<file path="config.mk">
export PLATFORM = sky130hd
export DESIGN_NAME = moore_seq_detector
export DESIGN_NICKNAME = d
export VERILOG_FILES = /design/src/rtl/moore_det_pkg.sv /design/src/rtl/moore_det_next.sv /design/src/rtl/moore_seq_detector.sv
export SDC_FILE = /design/constraint.sdc
export NUM_CORES = 1
export LEC_CHECK = 0
export CAP_MARGIN = 20
export CORE_MARGIN = 5
export CORE_UTILIZATION = 35
export DETAILED_ROUTE_END_ITERATION = 10
export PLACE_DENSITY = 0.56
export SLEW_MARGIN = 10
export SYNTH_ARGS = -nofsm -noshare
export SYNTH_HDL_FRONTEND = slang
export SYNTH_SLANG_ARGS = --single-unit
export TNS_END_PERCENT = 1
</file>
<file path="constraint.sdc">
create_clock -name clk -period 3.6 [get_ports clk]
set_clock_uncertainty 0.05 [all_clocks]
set_input_delay 0.36 -clock clk [delete_from_list [all_inputs] [get_ports clk]]
set_output_delay 0.36 -clock clk [all_outputs]
set_load 0.01 [all_outputs]
</file>
<file path="src/rtl/moore_det_pkg.sv">
// ============================================================================
// moore_det_pkg : shared constants and helpers for the programmable detector
// Rev 1.0
// ============================================================================
`default_nettype none

package moore_det_pkg;

  localparam int              PAT_W_DEF       = 4;
  localparam logic [3:0]      PAT_DEFAULT_DEF = 4'b1101;
  localparam int              CNT_W_DEF       = 8;

  localparam logic            MODE_OVERLAP    = 1'b1;
  localparam logic            MODE_NONOVL     = 1'b0;

  // Width needed to hold a matched-prefix length of 0..pat_w.
  function automatic int len_w(input int pat_w);
    return $clog2(pat_w + 1);
  endfunction

endpackage

`default_nettype wire

</file>
<file path="src/rtl/moore_det_next.sv">
// ============================================================================
// moore_det_next : combinational next-state (longest prefix that is a suffix)
// Rev 1.0
// ============================================================================
`default_nettype none

module moore_det_next
  import moore_det_pkg::*;
#(
  parameter int PAT_W = PAT_W_DEF,
  parameter int LEN_W = len_w(PAT_W)
) (
  input  logic [PAT_W-1:0] pattern,
  input  logic [LEN_W-1:0] len,
  input  logic [LEN_W-1:0] s,
  input  logic             b,
  input  logic             overlap,
  output logic [LEN_W-1:0] s_next
);

  logic [LEN_W:0]   s_p1;
  logic [PAT_W-1:0] hit;

  assign s_p1 = {1'b0, s} + (LEN_W+1)'(1);

  // Candidate k: the last k bits of {pattern[0..s-1], b} equal pattern[0..k-1].
  // The older k-1 bits are pattern[s+1-k .. s-1], obtained by shifting.
  for (genvar k = 1; k <= PAT_W; k++) begin : g_k
    localparam logic [LEN_W:0]   K    = (LEN_W+1)'(k);
    localparam logic [PAT_W-1:0] MASK = PAT_W'((64'd1 << (k - 1)) - 64'd1);

    logic [PAT_W-1:0] suffix;

    assign suffix   = pattern >> (s_p1 - K);
    assign hit[k-1] = (K <= s_p1) && (K <= {1'b0, len}) &&
                      (pattern[k-1] == b) &&
                      (((suffix ^ pattern) & MASK) == '0);
  end

  always_comb begin
    s_next = '0;
    if ((s == len) && (overlap == MODE_NONOVL)) begin
      s_next = (b == pattern[0]) ? LEN_W'(1) : '0;
    end else begin
      for (int i = 0; i < PAT_W; i++) begin
        if (hit[i]) s_next = LEN_W'(i + 1);
      end
    end
  end

endmodule

`default_nettype wire

</file>
<file path="src/rtl/moore_seq_detector.sv">
// ============================================================================
// moore_seq_detector : programmable Moore serial pattern detector with counter
// Optional match counter enabled by MOORE_DET_CNT_EN. Rev 1.0
// ============================================================================
`default_nettype none

module moore_seq_detector
  import moore_det_pkg::*;
#(
  parameter int               PAT_W       = PAT_W_DEF,
  parameter logic [PAT_W-1:0] PAT_DEFAULT = PAT_W'(PAT_DEFAULT_DEF),
  parameter int               CNT_W       = CNT_W_DEF
) (
  input  logic                      clk,
  input  logic                      rst,
  input  logic                      cfg_we,
  input  logic [PAT_W-1:0]          cfg_pattern,
  input  logic [len_w(PAT_W)-1:0]   cfg_len,
  input  logic                      cfg_overlap,
  input  logic                      in_valid,
  input  logic                      in,
  output logic                      out,
  output logic [len_w(PAT_W)-1:0]   state_o,
  output logic [CNT_W-1:0]          match_cnt,
  output logic                      cnt_sat
);

  localparam int               LEN_W   = len_w(PAT_W);
  localparam logic [LEN_W-1:0] LEN_MAX = LEN_W'(PAT_W);

  logic [PAT_W-1:0] pattern_q, pattern_d;
  logic [LEN_W-1:0] len_q, len_d;
  logic [LEN_W-1:0] state_q, state_d;
  logic             overlap_q, overlap_d;
  logic             out_q, out_d;
  logic [LEN_W-1:0] step_s;
  logic [LEN_W-1:0] cfg_len_clamped;

  moore_det_next #(
    .PAT_W (PAT_W),
    .LEN_W (LEN_W)
  ) u_next (
    .pattern (pattern_q),
    .len     (len_q),
    .s       (state_q),
    .b       (in),
    .overlap (overlap_q),
    .s_next  (step_s)
  );

  always_comb begin
    cfg_len_clamped = cfg_len;
    if (cfg_len == '0) begin
      cfg_len_clamped = LEN_W'(1);
    end else if (cfg_len > LEN_MAX) begin
      cfg_len_clamped = LEN_MAX;
    end
  end

  // A config write wins over a coincident input bit, which is dropped.
  always_comb begin
    pattern_d = pattern_q;
    len_d     = len_q;
    overlap_d = overlap_q;
    state_d   = state_q;
    if (cfg_we) begin
      pattern_d = cfg_pattern;
      len_d     = cfg_len_clamped;
      overlap_d = cfg_overlap;
      state_d   = '0;
    end else if (in_valid) begin
      state_d   = step_s;
    end
    out_d = (state_d == len_d);
  end

  always_ff @(posedge clk) begin
    if (!rst) begin
      pattern_q <= PAT_DEFAULT;
      len_q     <= LEN_MAX;
      overlap_q <= MODE_OVERLAP;
      state_q   <= '0;
      out_q     <= 1'b0;
    end else begin
      pattern_q <= pattern_d;
      len_q     <= len_d;
      overlap_q <= overlap_d;
      state_q   <= state_d;
      out_q     <= out_d;
    end
  end

  assign out     = out_q;
  assign state_o = state_q;

`ifdef MOORE_DET_CNT_EN
  logic [CNT_W-1:0] cnt_q, cnt_d;
  logic             sat_q, sat_d;
  logic             match_step;

  assign match_step = in_valid && (step_s == len_q);

  always_comb begin
    cnt_d = cnt_q;
    sat_d = sat_q;
    if (cfg_we) begin
      cnt_d = '0;
      sat_d = 1'b0;
    end else begin
      if (match_step && (cnt_q != '1)) begin
        cnt_d = cnt_q + CNT_W'(1);
      end
      sat_d = sat_q | (cnt_d == '1);
    end
  end

  always_ff @(posedge clk) begin
    if (!rst) begin
      cnt_q <= '0;
      sat_q <= 1'b0;
    end else begin
      cnt_q <= cnt_d;
      sat_q <= sat_d;
    end
  end

  assign match_cnt = cnt_q;
  assign cnt_sat   = sat_q;
`else
  assign match_cnt = '0;
  assign cnt_sat   = 1'b0;
`endif

endmodule

`default_nettype wire
</file>
Word-level counts from Yosys, hierarchy flattened. Index checks and enable logic that the tools add are counted. Widths: inputs -> output; s select.

Add/sub/neg operators: 4. $lt $le $gt $ge: 9. Eq/ne operators: 7. Shifts and indexed selects: 3. Muxes and demuxes: 11. Bitwise gates (word level): 4. Reductions and logical operators: 16.

Operators with widths (number): $mux 3 (8); $logic_and 1x1->1 (12); $logic_not 4->1 (3); $le 2x4->1 const A (2); $sub 4x2->4 const B (2); $eq 3x3->1 (2); $le 2x3->1 const A (2); $eq 1x1->1 (5); $add 3x1->4 const B (1); $le 1x4->1 const A (1); $le 3x4->1 const A (1); $shr 4x4->1 (1); $shr 4x4->2 (1); $shr 4x4->3 (1); $sub 4x3->4 const B (1); $gt 3x3->1 const B (1); $le 1x3->1 const A (1); $le 3x3->1 const A (1); $logic_not 3->1 (1); $xor 3x3->3 (1); $mux 1 (2); $mux 2 (1); $xor 2x2->2 (1); $not 1->1 (1); $xor 1x1->1 (1).

Register bits after elaboration: 12. Bits of input ports: 13. Output and inout bits: 13. Logic and storage cells: 59.

Depth between registers and ports, before layout.
Depth in word-level cells: 13. Gate-level depth with buffers: 15.

Cells and area by module. A second synthesis with hierarchy kept.

Cells, all modules: 155. Area total of the unflattened synthesis: 1270.0 um^2.

Modules (own cells, without submodules): moore_det_next (times used 1, cells each 97, area an instance 709.4 um^2); moore_seq_detector (times used 1, cells each 58, area an instance 560.5 um^2).

Worst setup path after synthesis. No wires, ideal clock.

Path type: register to register. Start point: register state_q[0] (netlist: state_o[0]). End point: register out_q (netlist: out). Arrival time: 2883 ps. Data required time: 3471 ps. Setup slack: 587 ps. Stages on the path, launching flop included: 16. Path buffers: 3. Clock period less this slack: 3013 ps. Cell sequence: dfxtp_1 > buf_6 > buf_6 > inv_2 > ha_1 > buf_2 > inv_1 > ha_1 > nand3_1 > a21oi_1 > o22ai_1 > mux2i_1 > o21ai_1 > and4_1 > or4b_1 > a22oi_1.

Cells in the longest elaborated chain, start to end: 13. Elaborated cells between the ends (all ways): 38.

RTL lines: start: declaration (line moore_seq_detector.sv:33) `logic [LEN_W-1:0] state_q, state_d;`; start signal: assignment (line moore_seq_detector.sv:88) `state_q <= state_d;`; $add 3x1->4 (line moore_det_next.sv:24) `assign s_p1 = {1'b0, s} + (LEN_W+1)'(1);`; $sub 4x2->4 (line moore_det_next.sv:34) `assign suffix = pattern >> (s_p1 - K);`; $shr 4x4->1 (line moore_det_next.sv:34); $xor 1x1->1 (line moore_det_next.sv:37) `(((suffix ^ pattern) & MASK) == '0);`; $logic_not 4->1 (line moore_det_next.sv:37); $logic_and 1x1->1 (line moore_det_next.sv:36) `(pattern[k-1] == b) &&`; $mux 2 (line moore_det_next.sv:46) `if (hit[i]) s_next = LEN_W'(i + 1);`; $mux 3 (2 in series) (line moore_det_next.sv:46); $mux 3 (line moore_det_next.sv:42) `if ((s == len) && (overlap == MODE_NONOVL)) begin`; $mux 3 * (line moore_seq_detector.sv:71) `end else if (in_valid) begin`; $mux 3 * (line moore_seq_detector.sv:66) `if (cfg_we) begin`; $eq 3x3->1 * (line moore_seq_detector.sv:74) `out_d = (state_d == len_d);`; end signal: assignment (line moore_seq_detector.sv:89) `out_q <= out_d;`; end: declaration (line moore_seq_detector.sv:35) `logic out_q, out_d;`.

Every way passes the cells marked *; elsewhere a longest branch is shown, timed or not. A chain may end at the register's enable or synchronous reset.

Worst setup path after layout.
Start point: register state_q[1] (netlist: state_o[1]). End point: register out_q (netlist: out).

The elaborated chain is that of the path after synthesis.

==> metrics.md <==
| Metric | Value |
|---|---|
| CP max FO | `11` |
| Multi-input gate area | `812 um^2` |
| Die Y | `68.8 um` |
| Initial core utilization | `0.362` |
| Top Ports | `26` |
| Hold WC Path Type | `register to register` |
| Synth Flop Type | `dfxtp_1` |
| Arr. time, crit path | `3.35 ns` |
| Residual DRC count | `0` |
| Vias in the first global route | `983` |
| Synthesis-to-finish area growth | `12.0%` |
| Pin count of the biggest net entering global routing | `15` |
| Slew HR | `0.632` |
| Total area of sequential cells | `243 um^2` |
| Placed Cells incl. Taps | `202` |
| Gpl congestion | `0.866` |
| Async S/R FF share, synth | `0` |
| Pleak | `0.555 nW` |
| Share of cells above drive strength 1 | `0.0688` |
| Setup Total Neg Slack | `0 ns` |
| Slack of the worst reg-to-reg path | `0.40 ns` |
| Reg-to-reg critical path endpoint | `out` |
| Worst r2r src | `state_o[1]` |
| CP max stage delay | `0.49 ns` |
| Fill cell count | `356` |
| Final min period | `3.20 ns` |
| Hold slack | `0.461 ns` |
| Switching Share | `0.283` |
| Post-CTS Setup Repair Bufs | `0` |
| Buf/Inv on CP | `1` |
| Synth area leader | `dfxtp_1` |
| Sequential power share | `0.454` |
| Routed Antenna Nets | `0` |
| Die W | `68.8 um` |
| CP startpoint kind | `register` |
| DR vias | `1058` |
| # diodes | `0` |
| Crit-path leading delay family | `simple AND/OR/NAND/NOR gates` |
| Post-DP HPWL | `2.06 mm` |
| Crit Path Category | `register to register` |
| Crit-path slowest cell | `or4b_1` |
| Crit end category | `register` |
| Worst-Margin Slew | `0.551 ns` |
| DR iter-0 viols | `41` |
| First-pass GRT wire length | `4.53 mm` |
| Syn avg cell area | `7.95 um^2` |
| CTS tree | `yes` |
| Synth unique cells | `47` |
| Most numerous cell in the Yosys netlist | `dfxtp_1` |
| Hold_sp | `overlap_q` |
| WL/cell | `12.8 um` |
| Synth Warn # | `0` |
| Status | `finished clean` |
| Core Rows | `21` |
| Initial DRT Pass Iterations | `4` |
| Max cap viols | `0` |
| Fmax | `313 MHz` |
| Synth Register Bits | `12` |
| Hold Path Depth | `2` |
| Endpoints failing setup | `0` |
| EDFF count, synth | `0` |
| Core Area | `3340 um^2` |
| WHS Endpoint | `overlap_q` |
| Logic pwr share | `0.219` |
| Power Dens Cells | `246 nW/um^2` |
| CP Cell Sequence | `ha_1 -> xor2_1 -> inv_1 -> ha_1 -> and4_1 -> o211ai_1 -> xor2_1 -> o2111ai_1 -> nand3_1 -> and4_1 -> or4b_1 -> a22oi_1` |
| Reg clk slew, reported paths | `0.08 ns` |
| CTS sink count | `12` |
| Buffers on Ports | `16` |
| Final Max Tran Viols | `0` |
| Buffer type at the clock tree root | `clkbuf_4` |
| Mapped Area | `1210 um^2` |
| Tot GR Track Use | `0.124` |
| Worst Path Required | `3.75 ns` |
| Seq/Total Area, Yosys | `0.199` |
| Post-synth top cells | `12 x dfxtp_1, 10 x buf_4, 9 x nand2_1, 8 x nor2_1, 8 x nor2b_1` |
| Overflow after GRT | `0` |
| Clock buffer count from CTS | `3` |
| Vias per inst | `5.14` |
| VDD IR-drop max | `136 uV` |
| Period utilization | `0.889` |
| Die area | `4730 um^2` |
| Internal power | `239 uW` |
| CTS HTree Levels | `1` |
| Layout net count | `181` |
| Initial antenna violation count | `0` |
| Post-synth top area share | `0.199` |
| Fin. Hold Viols | `0` |
| NetSw | `94.1 uW` |
| Clk_lat worst skew | `0.27 ns` |
| Mapped Cells | `152` |
| Clock Path Buffers | `2` |
| Ranking of synthesized cells by area | `dfxtp_1 20%, ha_1 7.2%, buf_4 6.2%, mux2i_1 5.8%, xor2_1 4.3%` |
| R2R depth | `12` |
| Final std cells w/o fill | `206` |
| Cts hold-fix bufs | `0` |
| Final WL | `2.64 mm` |
| Clock share of power | `0.326` |
| RSZ-0062 raised after global routing | `no` |
## final cells by class
class | count | share of cell area
Tap cell | 46 | 0.0425
Sequential cell | 12 | 0.179
Multi-Input combinational cell | 118 | 0.600
Timing Repair Buffer | 18 | 0.129
Inverter | 8 | 0.0222
Clock buffer | 4 | 0.0268
## layout by cell type (no fill, tap or decap), types with 3 or more instances in the layout
master / count
clkdlybuf4s50_1: 16
dfxtp_1: 10
nand2_1: 9
conb_1: 9
nor2b_1: 8
nor2_1: 8
inv_1: 7
mux2i_1: 7
ha_1: 7
xor2_1: 6
a21oi_1: 6
nand3_1: 5
o211ai_1: 5
nand2b_1: 4
a21o_1: 3
o21ai_0: 3
a211oi_1: 3
nor3_1: 3
clkbuf_4: 3
## state kept, by name (all words and copies together) (netlist names)
| register | cells |
|---|---|
| len_q | 3 |
| out | 1 |
| overlap_q | 1 |
| pattern_q | 4 |
| state_o | 3 |
## worst min-delay path, stage by stage, from the launching register on
cell	delay [ns]
dfxtp_1	0.36
mux2i_1	0.07
nand2_1	0.05
## cell families (layout without fill, tap and decap cells)
logic type / count (synthesis) / count (layout) / synth area share
flip-flops: 12 / 12 / 0.199
XOR/XNOR: 8 / 8 / 0.0580
AO/OA/AOI/OAI: 38 / 38 / 0.219
adder cells (fa/ha/maj): 7 / 7 / 0.0725
AND/OR/NAND/NOR: 48 / 48 / 0.214
multiplexers: 8 / 8 / 0.0797
other: 1 / 9 / 0.00310
buffers and inverters: 30 / 30 / 0.154
## through the flow
step	util	setup slack, ns	instance area, um^2	power (mW)
after floorplan	-	0.587	1240	0.213
after global placement	0.394	0.298	1320	0.226
after detailed placement	0.394	0.263	1320	0.227
after CTS	0.405	0.227	1350	0.338
after global routing	0.406	0.118	1350	0.355
final	0.406	0.401	1350	0.333
## power groups by stage
stage	Combinational [mW]	Sequential, mW	Clock, mW
6_report	0.0731	0.151	0.109
5_1_grt	0.0810	0.153	0.121
4_1_cts	0.0728	0.151	0.114
3_5_place_dp	0.0724	0.154	0
3_3_place_gp	0.0714	0.154	0
2_1_floorplan	0.0680	0.145	0
## per-layer routing
layer  vias up  wire length (um)  global-route usage
li1        548                 -                   -
met1       476              1240               0.164
met2        34              1180               0.201
met3         0               212              0.0421
met4         0                 0              0.0146
met5         -                 0                   0
## what timing repair did
item / in CTS / in global routing
resized for setup: 0 / 2
hold endpoints to repair: 0 / 0
setup endpoints to repair: 0 / 1
## worst max-delay path by stage
stage               startpoint  endpoint  slack, ns  cells after the start
finish              state_o[1]       out       0.40                     12
global route        state_o[1]       out       0.12                     12
CTS                 state_o[1]       out       0.23                     12
detailed placement  state_o[1]       out       0.26                     12
global placement    state_o[1]       out       0.30                     12
floorplan           state_o[0]       out       0.59                     15
Power figures use the tool's default switching activity.
